===== src/rtl/lstm_pkg.sv =====
// Shared defaults and FSM state encoding for the LSTM input-vector fetch path.
package lstm_pkg;

  localparam int LSTM_WIDTH          = 32;
  localparam int LSTM_NUM            = 45;
  localparam int LSTM_NUM_ITERATIONS = 8;
  localparam int LSTM_NUM_SAMPLES    = 2;
  localparam int LSTM_FRAC           = 16;

  typedef enum logic [1:0] {
    IDLE   = 2'd0,
    STREAM = 2'd1,
    DONE   = 2'd2
  } fetch_state_e;

endpackage


===== src/rtl/lstm_x_fetch_if.sv =====
// Memory read port and downstream element stream of the x-vector fetcher.
interface lstm_x_fetch_if
  import lstm_pkg::*;
#(
    parameter int WIDTH = LSTM_WIDTH
);

    // Read is combinational: mem_data answers mem_addr in the same cycle.
    // Stream: a word moves when x_valid && x_ready at a rising edge; once x_valid
    // is high, x_data/x_elem/x_step/x_last hold until that transfer happens.
    logic [WIDTH-1:0] mem_addr;
    logic [WIDTH-1:0] mem_data;
    logic [WIDTH-1:0] x_data;
    logic [WIDTH-1:0] x_elem;
    logic [WIDTH-1:0] x_step;
    logic             x_valid;
    logic             x_ready;
    logic             x_last;

    modport master (
        output mem_addr,
        input  mem_data,
        output x_data,
        output x_elem,
        output x_step,
        output x_valid,
        output x_last,
        input  x_ready
    );

    modport slave (
        input  mem_addr,
        output mem_data,
        input  x_data,
        input  x_elem,
        input  x_step,
        input  x_valid,
        input  x_last,
        output x_ready
    );

endinterface


===== src/rtl/lstm_x_idx_cnt.sv =====
// Nested element/step counter: elem runs fastest, step advances on elem wrap,
// and the pair parks at the terminal position until cleared.
module lstm_x_idx_cnt
  import lstm_pkg::*;
#(
    parameter int WIDTH          = LSTM_WIDTH,
    parameter int NUM            = LSTM_NUM,
    parameter int NUM_ITERATIONS = LSTM_NUM_ITERATIONS
) (
    input  logic             clk,
    input  logic             rst_n,
    input  logic             clr,
    input  logic             en,
    output logic [WIDTH-1:0] elem,
    output logic [WIDTH-1:0] step,
    output logic             last
);

    localparam logic [WIDTH-1:0] ELEM_MAX = WIDTH'(NUM - 1);
    localparam logic [WIDTH-1:0] STEP_MAX = WIDTH'(NUM_ITERATIONS - 1);

    logic [WIDTH-1:0] elem_q, elem_d;
    logic [WIDTH-1:0] step_q, step_d;
    logic             last_w;

    assign last_w = (elem_q == ELEM_MAX) && (step_q == STEP_MAX);

    always_comb begin
        elem_d = elem_q;
        step_d = step_q;
        if (clr) begin
            elem_d = '0;
            step_d = '0;
        end else if (en && !last_w) begin
            if (elem_q == ELEM_MAX) begin
                elem_d = '0;
                step_d = step_q + 1'b1;
            end else begin
                elem_d = elem_q + 1'b1;
            end
        end
    end

    always_ff @(posedge clk or negedge rst_n) begin
        if (!rst_n) begin
            elem_q <= '0;
            step_q <= '0;
        end else begin
            elem_q <= elem_d;
            step_q <= step_d;
        end
    end

    assign elem = elem_q;
    assign step = step_q;
    assign last = last_w;

endmodule


===== src/rtl/lstm_x_fetch.sv =====
// Streams one sample (NUM_ITERATIONS timesteps of NUM words) from the input memory.
// Define X_FETCH_BIAS_EN to replace element 0 of every timestep with 1.0.
module lstm_x_fetch
  import lstm_pkg::*;
#(
    parameter int WIDTH          = LSTM_WIDTH,
    parameter int NUM            = LSTM_NUM,
    parameter int NUM_ITERATIONS = LSTM_NUM_ITERATIONS,
    parameter int NUM_SAMPLES    = LSTM_NUM_SAMPLES,
    parameter int FRAC           = LSTM_FRAC
) (
    input  logic                  clk,
    input  logic                  rst_n,
    input  logic                  start,
    input  logic [WIDTH-1:0]      sample_sel,
    output logic                  busy,
    output logic                  done,
    output fetch_state_e          state_dbg,
    lstm_x_fetch_if.master        xs
);

`ifdef X_FETCH_BIAS_EN
    localparam bit BIAS_EN = 1'b1;
`else
    localparam bit BIAS_EN = 1'b0;
`endif

    localparam logic [WIDTH-1:0] NUM_W    = WIDTH'(NUM);
    localparam logic [WIDTH-1:0] STRIDE_W = WIDTH'(NUM * NUM_ITERATIONS);
    localparam logic [WIDTH-1:0] NSAMP_W  = WIDTH'(NUM_SAMPLES);
    localparam logic [WIDTH-1:0] BIAS_ONE = {{(WIDTH-1){1'b0}}, 1'b1} << FRAC;

    fetch_state_e     state_q, state_d;
    logic             busy_q, busy_d;
    logic             done_q, done_d;
    logic             pending_q, pending_d;
    logic [WIDTH-1:0] base_q, base_d;
    logic             x_valid_q, x_valid_d;
    logic             x_last_q, x_last_d;
    logic [WIDTH-1:0] x_data_q, x_data_d;
    logic [WIDTH-1:0] x_elem_q, x_elem_d;
    logic [WIDTH-1:0] x_step_q, x_step_d;

    logic             accept;
    logic             hs;
    logic             load;
    logic [WIDTH-1:0] cnt_elem;
    logic [WIDTH-1:0] cnt_step;
    logic             cnt_last;

    assign accept = (state_q == IDLE) && start && (sample_sel < NSAMP_W);
    assign hs     = x_valid_q && xs.x_ready;
    // pending_q marks that the counter still points at an unfetched word.
    assign load   = (state_q == STREAM) && pending_q && (!x_valid_q || xs.x_ready);

    lstm_x_idx_cnt #(
        .WIDTH          (WIDTH),
        .NUM            (NUM),
        .NUM_ITERATIONS (NUM_ITERATIONS)
    ) u_idx_cnt (
        .clk   (clk),
        .rst_n (rst_n),
        .clr   (accept),
        .en    (load),
        .elem  (cnt_elem),
        .step  (cnt_step),
        .last  (cnt_last)
    );

    always_comb begin
        state_d   = state_q;
        busy_d    = busy_q;
        done_d    = 1'b0;
        pending_d = pending_q;
        base_d    = base_q;
        x_valid_d = x_valid_q;
        x_last_d  = x_last_q;
        x_data_d  = x_data_q;
        x_elem_d  = x_elem_q;
        x_step_d  = x_step_q;
        case (state_q)
            IDLE: begin
                if (accept) begin
                    state_d   = STREAM;
                    busy_d    = 1'b1;
                    pending_d = 1'b1;
                    base_d    = sample_sel * STRIDE_W;
                end
            end
            STREAM: begin
                if (load) begin
                    x_valid_d = 1'b1;
                    x_last_d  = cnt_last;
                    x_elem_d  = cnt_elem;
                    x_step_d  = cnt_step;
                    x_data_d  = (BIAS_EN && (cnt_elem == '0)) ? BIAS_ONE : xs.mem_data;
                    pending_d = !cnt_last;
                end else if (hs) begin
                    x_valid_d = 1'b0;
                end
                if (hs && x_last_q) begin
                    state_d = DONE;
                    busy_d  = 1'b0;
                    done_d  = 1'b1;
                end
            end
            DONE: begin
                state_d = IDLE;
            end
            default: begin
                state_d = IDLE;
            end
        endcase
    end

    always_ff @(posedge clk or negedge rst_n) begin
        if (!rst_n) begin
            state_q   <= IDLE;
            busy_q    <= 1'b0;
            done_q    <= 1'b0;
            pending_q <= 1'b0;
            base_q    <= '0;
            x_valid_q <= 1'b0;
            x_last_q  <= 1'b0;
            x_data_q  <= '0;
            x_elem_q  <= '0;
            x_step_q  <= '0;
        end else begin
            state_q   <= state_d;
            busy_q    <= busy_d;
            done_q    <= done_d;
            pending_q <= pending_d;
            base_q    <= base_d;
            x_valid_q <= x_valid_d;
            x_last_q  <= x_last_d;
            x_data_q  <= x_data_d;
            x_elem_q  <= x_elem_d;
            x_step_q  <= x_step_d;
        end
    end

    assign xs.mem_addr = (state_q == STREAM) ? (base_q + cnt_step * NUM_W + cnt_elem) : '0;
    assign xs.x_valid  = x_valid_q;
    assign xs.x_last   = x_last_q;
    assign xs.x_data   = x_data_q;
    assign xs.x_elem   = x_elem_q;
    assign xs.x_step   = x_step_q;
    assign busy        = busy_q;
    assign done        = done_q;
    assign state_dbg   = state_q;

endmodule


===== src/flat_wrapper.sv =====
// flat-port wrapper written by rule: the top's interface ports become plain ports
module lstm_x_fetch_flat import lstm_pkg::*;
#(
    parameter int WIDTH          = LSTM_WIDTH,
    parameter int NUM            = LSTM_NUM,
    parameter int NUM_ITERATIONS = LSTM_NUM_ITERATIONS,
    parameter int NUM_SAMPLES    = LSTM_NUM_SAMPLES,
    parameter int FRAC           = LSTM_FRAC
)
  (clk, rst_n, start, sample_sel, busy, done, state_dbg, xs_mem_addr, xs_mem_data, xs_x_data, xs_x_elem, xs_x_step, xs_x_valid, xs_x_last, xs_x_ready);
  lstm_x_fetch_if #(.WIDTH(WIDTH)) xs_i ();
  input  logic clk;
  input  logic rst_n;
  input  logic start;
  input  logic [WIDTH-1:0] sample_sel;
  output logic busy;
  output logic done;
  output fetch_state_e state_dbg;
  output wire logic [$bits(xs_i.mem_addr)-1:0] xs_mem_addr;
  input wire logic [$bits(xs_i.mem_data)-1:0] xs_mem_data;
  output wire logic [$bits(xs_i.x_data)-1:0] xs_x_data;
  output wire logic [$bits(xs_i.x_elem)-1:0] xs_x_elem;
  output wire logic [$bits(xs_i.x_step)-1:0] xs_x_step;
  output wire logic [$bits(xs_i.x_valid)-1:0] xs_x_valid;
  output wire logic [$bits(xs_i.x_last)-1:0] xs_x_last;
  input wire logic [$bits(xs_i.x_ready)-1:0] xs_x_ready;
  assign xs_mem_addr = xs_i.mem_addr;
  assign xs_i.mem_data = xs_mem_data;
  assign xs_x_data = xs_i.x_data;
  assign xs_x_elem = xs_i.x_elem;
  assign xs_x_step = xs_i.x_step;
  assign xs_x_valid = xs_i.x_valid;
  assign xs_x_last = xs_i.x_last;
  assign xs_i.x_ready = xs_x_ready;
  lstm_x_fetch #(.WIDTH(WIDTH), .NUM(NUM), .NUM_ITERATIONS(NUM_ITERATIONS), .NUM_SAMPLES(NUM_SAMPLES), .FRAC(FRAC)) u_core (.clk(clk), .rst_n(rst_n), .start(start), .sample_sel(sample_sel), .busy(busy), .done(done), .state_dbg(state_dbg), .xs(xs_i));
endmodule

===== config.mk =====
export PLATFORM = sky130hd
export DESIGN_NAME = lstm_x_fetch_flat
export DESIGN_NICKNAME = d
export VERILOG_FILES = /design/src/rtl/lstm_pkg.sv /design/src/rtl/lstm_x_fetch_if.sv /design/src/rtl/lstm_x_idx_cnt.sv /design/src/rtl/lstm_x_fetch.sv /design/src/flat_wrapper.sv
export SDC_FILE = /design/constraint.sdc
export NUM_CORES = 1
export LEC_CHECK = 0
export CORE_MARGIN = 5
export CORE_UTILIZATION = 35
export DETAILED_ROUTE_END_ITERATION = 10
export PLACE_DENSITY = 0.62
export SYNTH_ARGS = -nofsm -noshare
export SYNTH_HDL_FRONTEND = slang
export SYNTH_HIERARCHICAL = 1
export SYNTH_SLANG_ARGS = --single-unit

===== constraint.sdc =====
create_clock -name clk -period 5.55 [get_ports clk]
set_clock_uncertainty 0.1 [all_clocks]
set_input_delay 1.11 -clock clk [delete_from_list [all_inputs] [get_ports clk]]
set_output_delay 1.11 -clock clk [all_outputs]
set_load 0.01 [all_outputs]

==> metrics.md <==
| Metric | Value |
|---|---|
| Outcome | complete, but fails checks |
| Violated checks | negative setup slack |
| Hold Startpoint | u_core/base_q[15] |
| Int Pwr | 0.00257 W |
| Main flop type after synthesis | dfrtp_1 |
| Pre-CTS WS | -0.939 ns |
| Largest net degree at the start of global routing | 121 |
| Distinct cells, synth | 76 |
| Yosys reg bits | 196 |
| Part of the power in the clock network | 33.7% |
| Placed Cells | 2736 |
| Dpl cell area | 21200 um2 |
| RSZ-0062 raised after global routing | yes |
| DRT antenna net count | 0 |
| Fraction of registers with async set/reset | 100% |
| Layout cells sized above 1 | 24.7% |
| Layout fillers | 4515 |
| Slew @ Worst Pin | 1.07 ns |
| GR peak layer | met2 |
| Cell count of the worst reg-to-reg path | 8 |
| Post-route setup slack | -0.668 ns |
| Mapped Area | 17000 um2 |
| Initial DRC count | 917 |
| Synth Net Count | 2095 |
| GRT overflow | 0 |
| Final Hold Vio Count | 0 |
| GR Util met1 | 26.3% |
| Synth warnings | 6 |
| Synth top area share | 28.9% |
| Crit-path cells | ha_4 -> xor2_2 -> ha_2 -> a21o_1 -> fa_1 -> inv_2 -> fa_1 -> inv_2 -> ha_4 -> nand4_1 -> nor3_2 -> a21boi_4 -> o31ai_2 -> buf_4 -> a2111oi_4 -> buf_4 -> o31ai_4 -> a21o_1 -> a21oi_2 -> buf_2 |
| Final WL | 50200 um |
| Layout Cells excl Fill | 2788 |
| Wire length per cell | 18.0 um |
| CP delay by family, top | adder cells |
| First-pass DRT Iterations | 5 |
| Placer Congestion | 0.878 |
| Nets | 2513 |
| Power share of the combinational group | 29.0% |
| I/O Pins | 202 |
| Setup crit start kind | register |
| Critical Path RT | 4.34 ns |
| GR Layer Usage met3 | 3.01% |
| Worst Hold Class | reg2reg |
| GRT Resource Usage Total | 19.0% |
| Register area share after synthesis | 28.9% |
| CTS H-tree lvls | 4 |
| Worst Path Arrival | 5.01 ns |
| Max_cap viols | 0 |
| Highest net fanout along the worst path | 4 |
| CP endpoint | xs_mem_addr[30] |
| Post-DP HPWL | 39800 um |
| Crit Reg-Reg Endpoint | u_core/u_idx_cnt/elem[24] |
| Period utilization | 112% |
| Multi-input logic area | 11300 um2 |
| Slew HR | 28.5% |
| Via-to-Cell Ratio | 5.00 |
| Clock Latency Late Sink | 0.49 ns |
| Via count | 13900 |
| RR Startpoint | u_core/u_idx_cnt/step[0] |
| CTS max path bufs | 2 |
| Min Clock Period, post-route | 6.22 ns |
| Crit. Startpoint | u_core/u_idx_cnt/step[5] |
| Kind of critical path | reg2out |
| Cts hold-fix bufs | 0 |
| Num CTS Buffers | 17 |
| Initial antenna violation count | 1 |
| Slowest cell on the critical path | fa_1 |
| Grt met2 use | 31.1% |
| Switch share | 33.5% |
| Row count | 80 |
| Final instance area | 22700 um2 |
| Critical Path Max Stage Delay | 0.55 ns |
| Post-synth EDFFs | 0 |
| P_sw | 0.00129 W |
| Syn avg cell area | 9.75 um2 |
| Synth Instances | 1742 |
| Core box area | 47800 um2 |
| CTS tree | done |
| Initial core utilization | 35.5% |
| Sequential share of power | 37.4% |
| Critical path depth in cells | 20 |
| Synth area leader | dfrtp_1 |
| Slew Limit Fails | 0 |
| Buf+Inv Stages, Crit Path | 5 |
| WHS | 0.389 ns |
| Area contributors post-synth | dfrtp_1 29%, fa_1 17%, ha_1 10% |
| Area grow syn2layout | 33.8% |
| Die W | 230 um |
| DRC viols | 0 |
| Vias in the first global route | 14500 |
| Sink Count | 196 |
| First-pass GRT wire length | 80500 um |
| Leakage | 11.1 nW |
| FF+latch area | 4910 um2 |
| Reg clk slew, reported paths | 0.08 ns |
| Setup crit end kind | primary output |
| Clock root cell | clkbuf_16 |
| Commonest non-fill, non-tap cell in the layout | inv_1 |
| VDD IR-drop max | 0.195 mV |
| Die Span Y | 230 um |
| N_diodes | 0 |
| Pwr dens | 170 nW/um2 |
| Final setup fails | 24 |
| R2R Setup Slk | 2.08 ns |
| Fmax | 161 MHz |
| Input/output buffers | 201 |
| Most frequent cells in the layout | 351 x inv_1, 216 x buf_4, 188 x dfrtp_1, 175 x clkdlybuf4s50_1, 144 x fa_1 |
| Die area | 53000 um2 |
| Power, Total | 0.00386 W |
## flip-flops by register name, summed over array words and instances, names as in the netlist, 2 cells and up
signal                 cells
u_core/base_q             29
u_core/state_dbg           2
u_core/u_idx_cnt/elem     32
u_core/u_idx_cnt/step     32
u_core/xs.x_data          32
u_core/xs.x_elem          32
u_core/xs.x_step          32
## what timing repair did
action / in CTS / in global routing
resized for setup: 165 / 93
setup buffers: 11 / 11
pin swaps: 43 / 51
setup endpoints to repair: 27 / 27
## final cells by class
cell class              instances  area share, %
clock inverters                15          0.853
well taps                     615           3.39
repair buffers                437           16.6
inverters                     362           5.98
flip-flops and latches        196           21.6
clock buffers                  17           1.87
multi-input cells            1146           49.7
## power groups by stage
stage	clock network, W	registers, W	logic, W
2_1_floorplan	0	0.00148	0.000788
3_3_place_gp	0	0.00147	0.00111
3_5_place_dp	0	0.00147	0.00112
6_report	0.00130	0.00144	0.00112
5_1_grt	0.00141	0.00145	0.00129
4_1_cts	0.00136	0.00144	0.00113
## tightest hold or removal path, stage by stage (launching register included)
cell     delay, ns
dfrtp_1       0.35
nand2_1       0.05
o31ai_1       0.05
## worst min path at each step
stage	slack (ns)	endpoint	cells past startpoint
2_1_floorplan	0.35	u_core/base_q[15]	2
3_3_place_gp	0.37	u_core/base_q[21]	2
3_5_place_dp	0.37	u_core/base_q[15]	2
4_1_cts	0.39	u_core/base_q[15]	2
5_1_grt	0.42	u_core/base_q[20]	2
6_report	0.39	u_core/base_q[15]	2
## through the flow
| step | util, % | TNS, ns |
|---|---|---|
| final | 47.5 | -11.58 |
| after global routing | 47.5 | -17.03 |
| after CTS | 46.5 | -14.40 |
| after detailed placement | 44.4 | -13.68 |
| after global placement | 44.4 | -12.54 |
| after floorplan | - | 0 |
## Yosys cell counts, drive strengths merged (28+ instances only)
| cell type | n |
|---|---|
| nand3 | 36 |
| a21o | 45 |
| clkbuf | 28 |
| xnor2 | 65 |
| o21ai | 64 |
| nor4 | 34 |
| nand2 | 76 |
| xor2 | 37 |
| inv | 362 |
| ha | 141 |
| dfrtp | 196 |
| a21oi | 69 |
| mux2 | 99 |
| fa | 144 |
| nor2 | 107 |
## per-layer routing
metal	routed length, um	part of all wire (%)
met5	0	0
met1	22400	45
met3	2340	4.7
met2	24500	49
met4	998	2.0
## cell families (layout without fill, tap and decap cells)
kind of cell               Yosys count  after routing  synth area share [%]
xor gates and xnor gates           102            102                  5.26
adders and majority gates          285            285                  27.4
AOI/OAI and AO/OA                  259            259                  9.96
and+or+nand+nor                    400            400                  12.8
buffers and inverters              400            831                  9.07
DFF                                196            196                  28.9
muxes                              100            100                  6.64
Power figures use the tool's default switching activity.
